==> src/rtl/cpubus_seq_engine.sv <==
// rtl/cpubus_seq_engine.sv - CPU-bus read/write/read-back sequencer with pattern self-check
module cpubus_seq_engine #(
  parameter int          ADDR_W  = 8,
  parameter int          DATA_W  = 8,
  parameter int          CNT_W   = 8,
  parameter int          TIMEOUT = 255,
  parameter int unsigned SEED    = 32'hA5
) (
  input  logic              clk,
  input  logic              rst,
  input  logic              start,
  input  logic [1:0]        mode,
  input  logic [ADDR_W-1:0] base_addr,
  input  logic [CNT_W-1:0]  num_addr,
  input  logic [CNT_W-1:0]  repeat_cnt,
  output logic [ADDR_W-1:0] cpubus_address,
  output logic              transaction_req,
  output logic [DATA_W-1:0] cpubus_data_out,
  output logic              go,
  input  logic              done,
  input  logic [DATA_W-1:0] cpubus_data_in,
  output logic              busy,
  output logic              done_all,
  output logic [CNT_W-1:0]  err_count,
  output logic [DATA_W-1:0] last_rd_data,
  output logic              timeout_flag
);

  typedef enum logic [1:0] {S_IDLE, S_REQ, S_GAP, S_FIN} state_t;

  localparam logic [1:0]        M_WRITE = 2'd1;
  localparam logic [1:0]        M_RAW   = 2'd2;
  localparam int                TO_W    = (TIMEOUT < 2) ? 1 : $clog2(TIMEOUT);
  localparam logic [TO_W-1:0]   TO_LAST = TO_W'(TIMEOUT - 1);
  localparam logic [DATA_W-1:0] SEED_W  = DATA_W'(SEED);
  localparam logic [CNT_W:0]    ONE_X   = (CNT_W+1)'(1);

  state_t              state_q;
  logic [1:0]          mode_q;
  logic [ADDR_W-1:0]   base_q;
  logic [CNT_W-1:0]    num_q, rep_q, idx_q, rep_cnt_q;
  logic                wr_phase_q;
  logic [TO_W-1:0]     wait_q;
  logic [ADDR_W-1:0]   addr_q;
  logic                req_q, go_q, busy_q, done_all_q, to_q;
  logic [DATA_W-1:0]   wdata_q, last_q;
  logic [CNT_W-1:0]    err_q;

  logic [CNT_W-1:0]    idx_d, rep_cnt_d;
  logic                wr_phase_d, seq_end_d, nxt_write_d;
  logic [ADDR_W-1:0]   nxt_addr_d;
  logic [CNT_W:0]      rep_next, idx_next;

  // Expected write pattern for an address; also the reference for RAW read-back.
  function automatic logic [DATA_W-1:0] pattern(input logic [ADDR_W-1:0] a);
    return DATA_W'(a) + SEED_W;
  endfunction

  // Next operation chosen at the end of each transaction (consumed in GAP).
  always_comb begin
    idx_d       = idx_q;
    rep_cnt_d   = rep_cnt_q;
    wr_phase_d  = 1'b0;
    seq_end_d   = 1'b0;
    rep_next    = {1'b0, rep_cnt_q} + ONE_X;
    idx_next    = {1'b0, idx_q} + ONE_X;
    if (wr_phase_q) begin
      rep_cnt_d = '0;                       // RAW write done: reads of the same address follow
    end else if (rep_next < {1'b0, rep_q}) begin
      rep_cnt_d = rep_next[CNT_W-1:0];
    end else if (idx_next < {1'b0, num_q}) begin
      idx_d      = idx_next[CNT_W-1:0];
      rep_cnt_d  = '0;
      wr_phase_d = (mode_q == M_RAW);
    end else begin
      seq_end_d  = 1'b1;
    end
    nxt_write_d = (mode_q == M_WRITE) || ((mode_q == M_RAW) && wr_phase_d);
    nxt_addr_d  = base_q + ADDR_W'(idx_d);
  end

  // Sequencer FSM with all bus and status outputs registered.
  always_ff @(posedge clk or posedge rst) begin
    if (rst) begin
      state_q    <= S_IDLE;
      mode_q     <= '0;
      base_q     <= '0;
      num_q      <= '0;
      rep_q      <= '0;
      idx_q      <= '0;
      rep_cnt_q  <= '0;
      wr_phase_q <= 1'b0;
      wait_q     <= '0;
      addr_q     <= '0;
      req_q      <= 1'b0;
      wdata_q    <= '0;
      go_q       <= 1'b0;
      busy_q     <= 1'b0;
      done_all_q <= 1'b0;
      to_q       <= 1'b0;
      err_q      <= '0;
      last_q     <= '0;
    end else begin
      done_all_q <= 1'b0;
      case (state_q)
        S_IDLE: begin
          if (start) begin
            mode_q     <= mode;
            base_q     <= base_addr;
            num_q      <= num_addr;
            rep_q      <= (repeat_cnt == '0) ? CNT_W'(1) : repeat_cnt;
            idx_q      <= '0;
            rep_cnt_q  <= '0;
            wr_phase_q <= (mode == M_RAW);
            wait_q     <= '0;
            err_q      <= '0;
            to_q       <= 1'b0;
            busy_q     <= 1'b1;
            if (num_addr == '0) begin
              state_q    <= S_FIN;
              done_all_q <= 1'b1;
            end else begin
              state_q <= S_REQ;
              go_q    <= 1'b1;
              addr_q  <= base_addr;
              req_q   <= (mode == M_WRITE) || (mode == M_RAW);
              wdata_q <= pattern(base_addr);
            end
          end
        end
        S_REQ: begin
          if (done) begin
            go_q    <= 1'b0;
            state_q <= S_GAP;
            if (!req_q) begin
              last_q <= cpubus_data_in;
              if ((mode_q == M_RAW) && (cpubus_data_in != wdata_q) && (err_q != '1))
                err_q <= err_q + CNT_W'(1);
            end
          end else if (wait_q == TO_LAST) begin
            go_q       <= 1'b0;
            to_q       <= 1'b1;
            state_q    <= S_FIN;
            done_all_q <= 1'b1;
          end else begin
            wait_q <= wait_q + TO_W'(1);
          end
        end
        S_GAP: begin
          idx_q      <= idx_d;
          rep_cnt_q  <= rep_cnt_d;
          wr_phase_q <= wr_phase_d;
          wait_q     <= '0;
          if (seq_end_d) begin
            state_q    <= S_FIN;
            done_all_q <= 1'b1;
          end else begin
            state_q <= S_REQ;
            go_q    <= 1'b1;
            addr_q  <= nxt_addr_d;
            req_q   <= nxt_write_d;
            wdata_q <= pattern(nxt_addr_d);
          end
        end
        S_FIN: begin
          busy_q  <= 1'b0;
          state_q <= S_IDLE;
        end
        default: state_q <= S_IDLE;
      endcase
    end
  end

  assign cpubus_address  = addr_q;
  assign transaction_req = req_q;
  assign cpubus_data_out = wdata_q;
  assign go              = go_q;
  assign busy            = busy_q;
  assign done_all        = done_all_q;
  assign err_count       = err_q;
  assign last_rd_data    = last_q;
  assign timeout_flag    = to_q;

endmodule

==> config.mk <==
export PLATFORM = sky130hd
export DESIGN_NAME = cpubus_seq_engine
export DESIGN_NICKNAME = d
export VERILOG_FILES = /design/src/rtl/cpubus_seq_engine.sv
export SDC_FILE = /design/constraint.sdc
export NUM_CORES = 1
export LEC_CHECK = 0
export BUFFER_PORTS_ARGS = -buffer_cell sky130_fd_sc_hd__buf_2
export CAP_MARGIN = 15
export CORE_UTILIZATION = 62
export CTS_CLUSTER_SIZE = 28
export DETAILED_ROUTE_END_ITERATION = 6
export PLACE_DENSITY = 0.86
export RECOVER_POWER = 100
export SLEW_MARGIN = 10
export SYNTH_ARGS = -nofsm -noshare
export SYNTH_HDL_FRONTEND = slang
export SYNTH_SLANG_ARGS = --single-unit
==> constraint.sdc <==
create_clock -name clk -period 9.9 [get_ports clk]
set_input_delay 0.99 -clock clk [delete_from_list [all_inputs] [get_ports clk]]
set_output_delay 0.99 -clock clk [all_outputs]
set_load 0.05 [all_outputs]
==> results.md <==
* Register area share after synthesis at 0.436
* Die Footprint at around 0.0087 mm2
* Period minus WS final at 5.65 ns
* Final WS setup at about 4.2 ns
* Violated checks: capacitance limit, slew limit
* Critical path arrival at 5.91 ns
* Static Leak at 2.66 nW
* Crit-path cells: ha_1 -> and3_1 -> nand3_1 -> xnor2_1 -> ha_1 -> and4_1 -> a21oi_1 -> o211ai_1 -> nor4_1 -> nand2_1 -> xnor2_1 -> ha_1 -> a21o_1 -> or3_1 -> o21ai_0 -> nand2_1 -> mux2_2 -> and4_1 -> a221oi_1
* Hold buffers post-CTS at 0
* Area leader, netlist: dfrtp_1
* H-tree levels at 3
* Layout filler cell count at 605
* Initial core utilization at 0.656
* Drt via density at 5.97
* Buffers on Ports at 74
* GPL Wtd Cong at approximately 0.94
* Setup crit start kind: flop
* Chip Height at 93.3 um
* Setup slack, reg-to-reg at 4.25 ns
* Hold Path Cell Cnt at 2
* Ys flop type: dfrtp_1
* Initial antenna violation count at 0
* First-pass GRT wire length at 19300 um
* CTS max path bufs at 2
* CP required at 10.16 ns
* Worst slew margin at -1.32
* Setup Crit Path Kind: reg -> reg
* Vias at roughly 4200
* Worst-case reg-to-reg path depth at 19
* Syn_nets at 593
* TNS Setup at 0 ns
* Syn avg cell area at 9.87 um2
* Die Wd at roughly 93 um
* CP Capture Type: flop
* Synth Cell Area at 0.00517 mm2
* Slew Limit Fails at 155
* Gr usage total at 0.288
* R2r startpoint: idx_q[0]
* Std cell rows at 32
* Worst path slowest cell: nor4_1
* Period utilization at 0.571
* Reg clk slew, reported paths at approximately 0.10 ns
* Max cap viols at 5
* Final wirelength at approximately 12000 um
* Pin count of the biggest net entering global routing at 67
* CTS root buf: clkbuf_8
* Pwr dens at approximately 270 mW/mm2
* # diodes at 0
* Sink Count at 90
* Final setup fails at 0
* Fmax at 177 MHz
* Yosys reg bits at 90
* Hold worst-path end: cpubus_address[5]
* CTS tree: yes
* Share of flip-flops with an asynchronous set or reset at 1.00
* Vias in the first global route at 4148
* Iter 0 DRT Violations at approximately 170
* Share of cells above drive strength 1 at 0.129
* R2r endpoint: cpubus_data_out[7]
* Hold Crit Class: reg -> reg
* Outcome: complete, but fails checks
* YS warnings at 0
* 1st-pass router iterations at 5
* Max FO, Critical Path at 7
* Final Skew at 0.0124 ns
* Dpl hpwl at 8750 um
* Synth top area cells: dfrtp_1, ha_1, mux2_2, nand2_1, xor2_1
* Setup bufs post-CTS at 0
* Num CTS Buffers at 9
* Antenna-violating nets left at 0
* Max IR drop VDD at between 0.2 and 0.25 mV
* I/O Pins at 75
* Nets at 662
* Final hold viol count at 0
* Post-route DRC at 0
* Gr ovfl total at 0
* Total power at between 0.0015 and 0.002 W
* Synth top area share at 0.436
* Clk Latency, worst-skew pair at between 0.3 and 0.4 ns
* Worst slack at placement at 4.73 ns
* Unique masters post-synth at between 60 and 70
* Most instantiated cells after synthesis: dfrtp_1, nand2_1, nor2_1
* Wire per inst at 16.8 um
* EDFF count, synth at 0
* Top-count cell post-synth: dfrtp_1
* Crit path largest cell delay at 0.89 ns
* Unrepaired setup endpoints after global routing: false
* CP dominant cell by count: ha_1
* Cells after Synth at 524
* Worst Max-Slew Pin Slew at 3.48 ns
* Core area at between 0.007 and 0.008 mm2
* Hold_sp: cpubus_address[5]
* Post-cts repair resize count at 0
* Synth-to-Final Area Change at 9.51%
[critical path: cells and delay by family, from the launching register on]
kind / cells / cell delay (ns)
adder cells (fa/ha/maj): 3 / 0.87
AO/OA/AOI/OAI: 5 / 1.10
AND/OR/NAND/NOR: 8 / 2.30
multiplexers: 1 / 0.30
flip-flops: 1 / 0.47
XOR/XNOR: 2 / 0.49
[per-layer routing]
metal,vias up,track usage,wire (um)
met3,25,0.0439,552
met5,-,0,0
met2,122,0.499,5960
li1,1999,-,-
met4,0,0.109,233
met1,2034,0.363,5030
[how the worst max path moves through the flow]
stage                 startpoint                  to  slack, ns  cells past startpoint
floorplan               idx_q[0]  cpubus_data_out[7]       5.31                     19
detailed placement      idx_q[0]  cpubus_data_out[7]       4.73                     19
global route            idx_q[0]  cpubus_data_out[7]       3.83                     19
global placement    rep_cnt_q[0]  cpubus_data_out[7]       5.01                     20
CTS                     idx_q[0]  cpubus_data_out[7]       4.71                     19
finish                  idx_q[0]  cpubus_data_out[7]       4.25                     19
[sequential cells by signal, indices dropped and copies added (netlist names), 2 cells and up]
name and count:
base_q 8, cpubus_address 8, cpubus_data_out 8, err_count 8, idx_q 8, last_rd_data 8, num_q 8, rep_cnt_q 8
rep_q 8, wait_q 8, mode_q 2, state_q 2
[power by group]
part           switching (W)  internal, W
Sequential         0.0000911     0.000490
Combinational       0.000483     0.000211
Clock               0.000137     0.000117
Total               0.000711     0.000819
[per-stage QoR]
stage / hold WS (ns) / utilization / instance area [um2] / cells
finish: 0.490 / 0.718 / 5660 / 700
detailed placement: 0.462 / 0.711 / 5610 / 684
floorplan: 0.472 / - / 5170 / 524
global placement: 0.465 / 0.711 / 5610 / 684
global route: 0.515 / 0.718 / 5660 / 700
CTS: 0.486 / 0.736 / 5800 / 700
[cell usage in the layout (no fill, tap or decap), drive strengths merged, types with 20 or more instances in the layout]
master	count
clkbuf	49
nor2	40
buf	36
nand2	63
inv	25
xor2	25
ha	30
o21ai	41
dfrtp	90
a21oi	20
mux2	27
[cell families after synthesis]
logic type	count (synthesis)	share of synthesized area
adder cells (fa/ha/maj)	31	0.0765
AO/OA/AOI/OAI	107	0.143
multiplexers	33	0.0704
XOR/XNOR	39	0.0661
buffers and inverters	42	0.0317
AND/OR/NAND/NOR	182	0.177
flip-flops	90	0.436
[final cells by class]
type	instances	area, um2	area share
multi-input combinational	392	2670	0.471
sequential	90	2250	0.398
inverter	25	95.1	0.0168
clock buffer	10	128	0.0225
tap	102	128	0.0225
clock inverter	6	65.1	0.0115
timing repair buffer	75	327	0.0577
(Power assumes the default switching activity.)
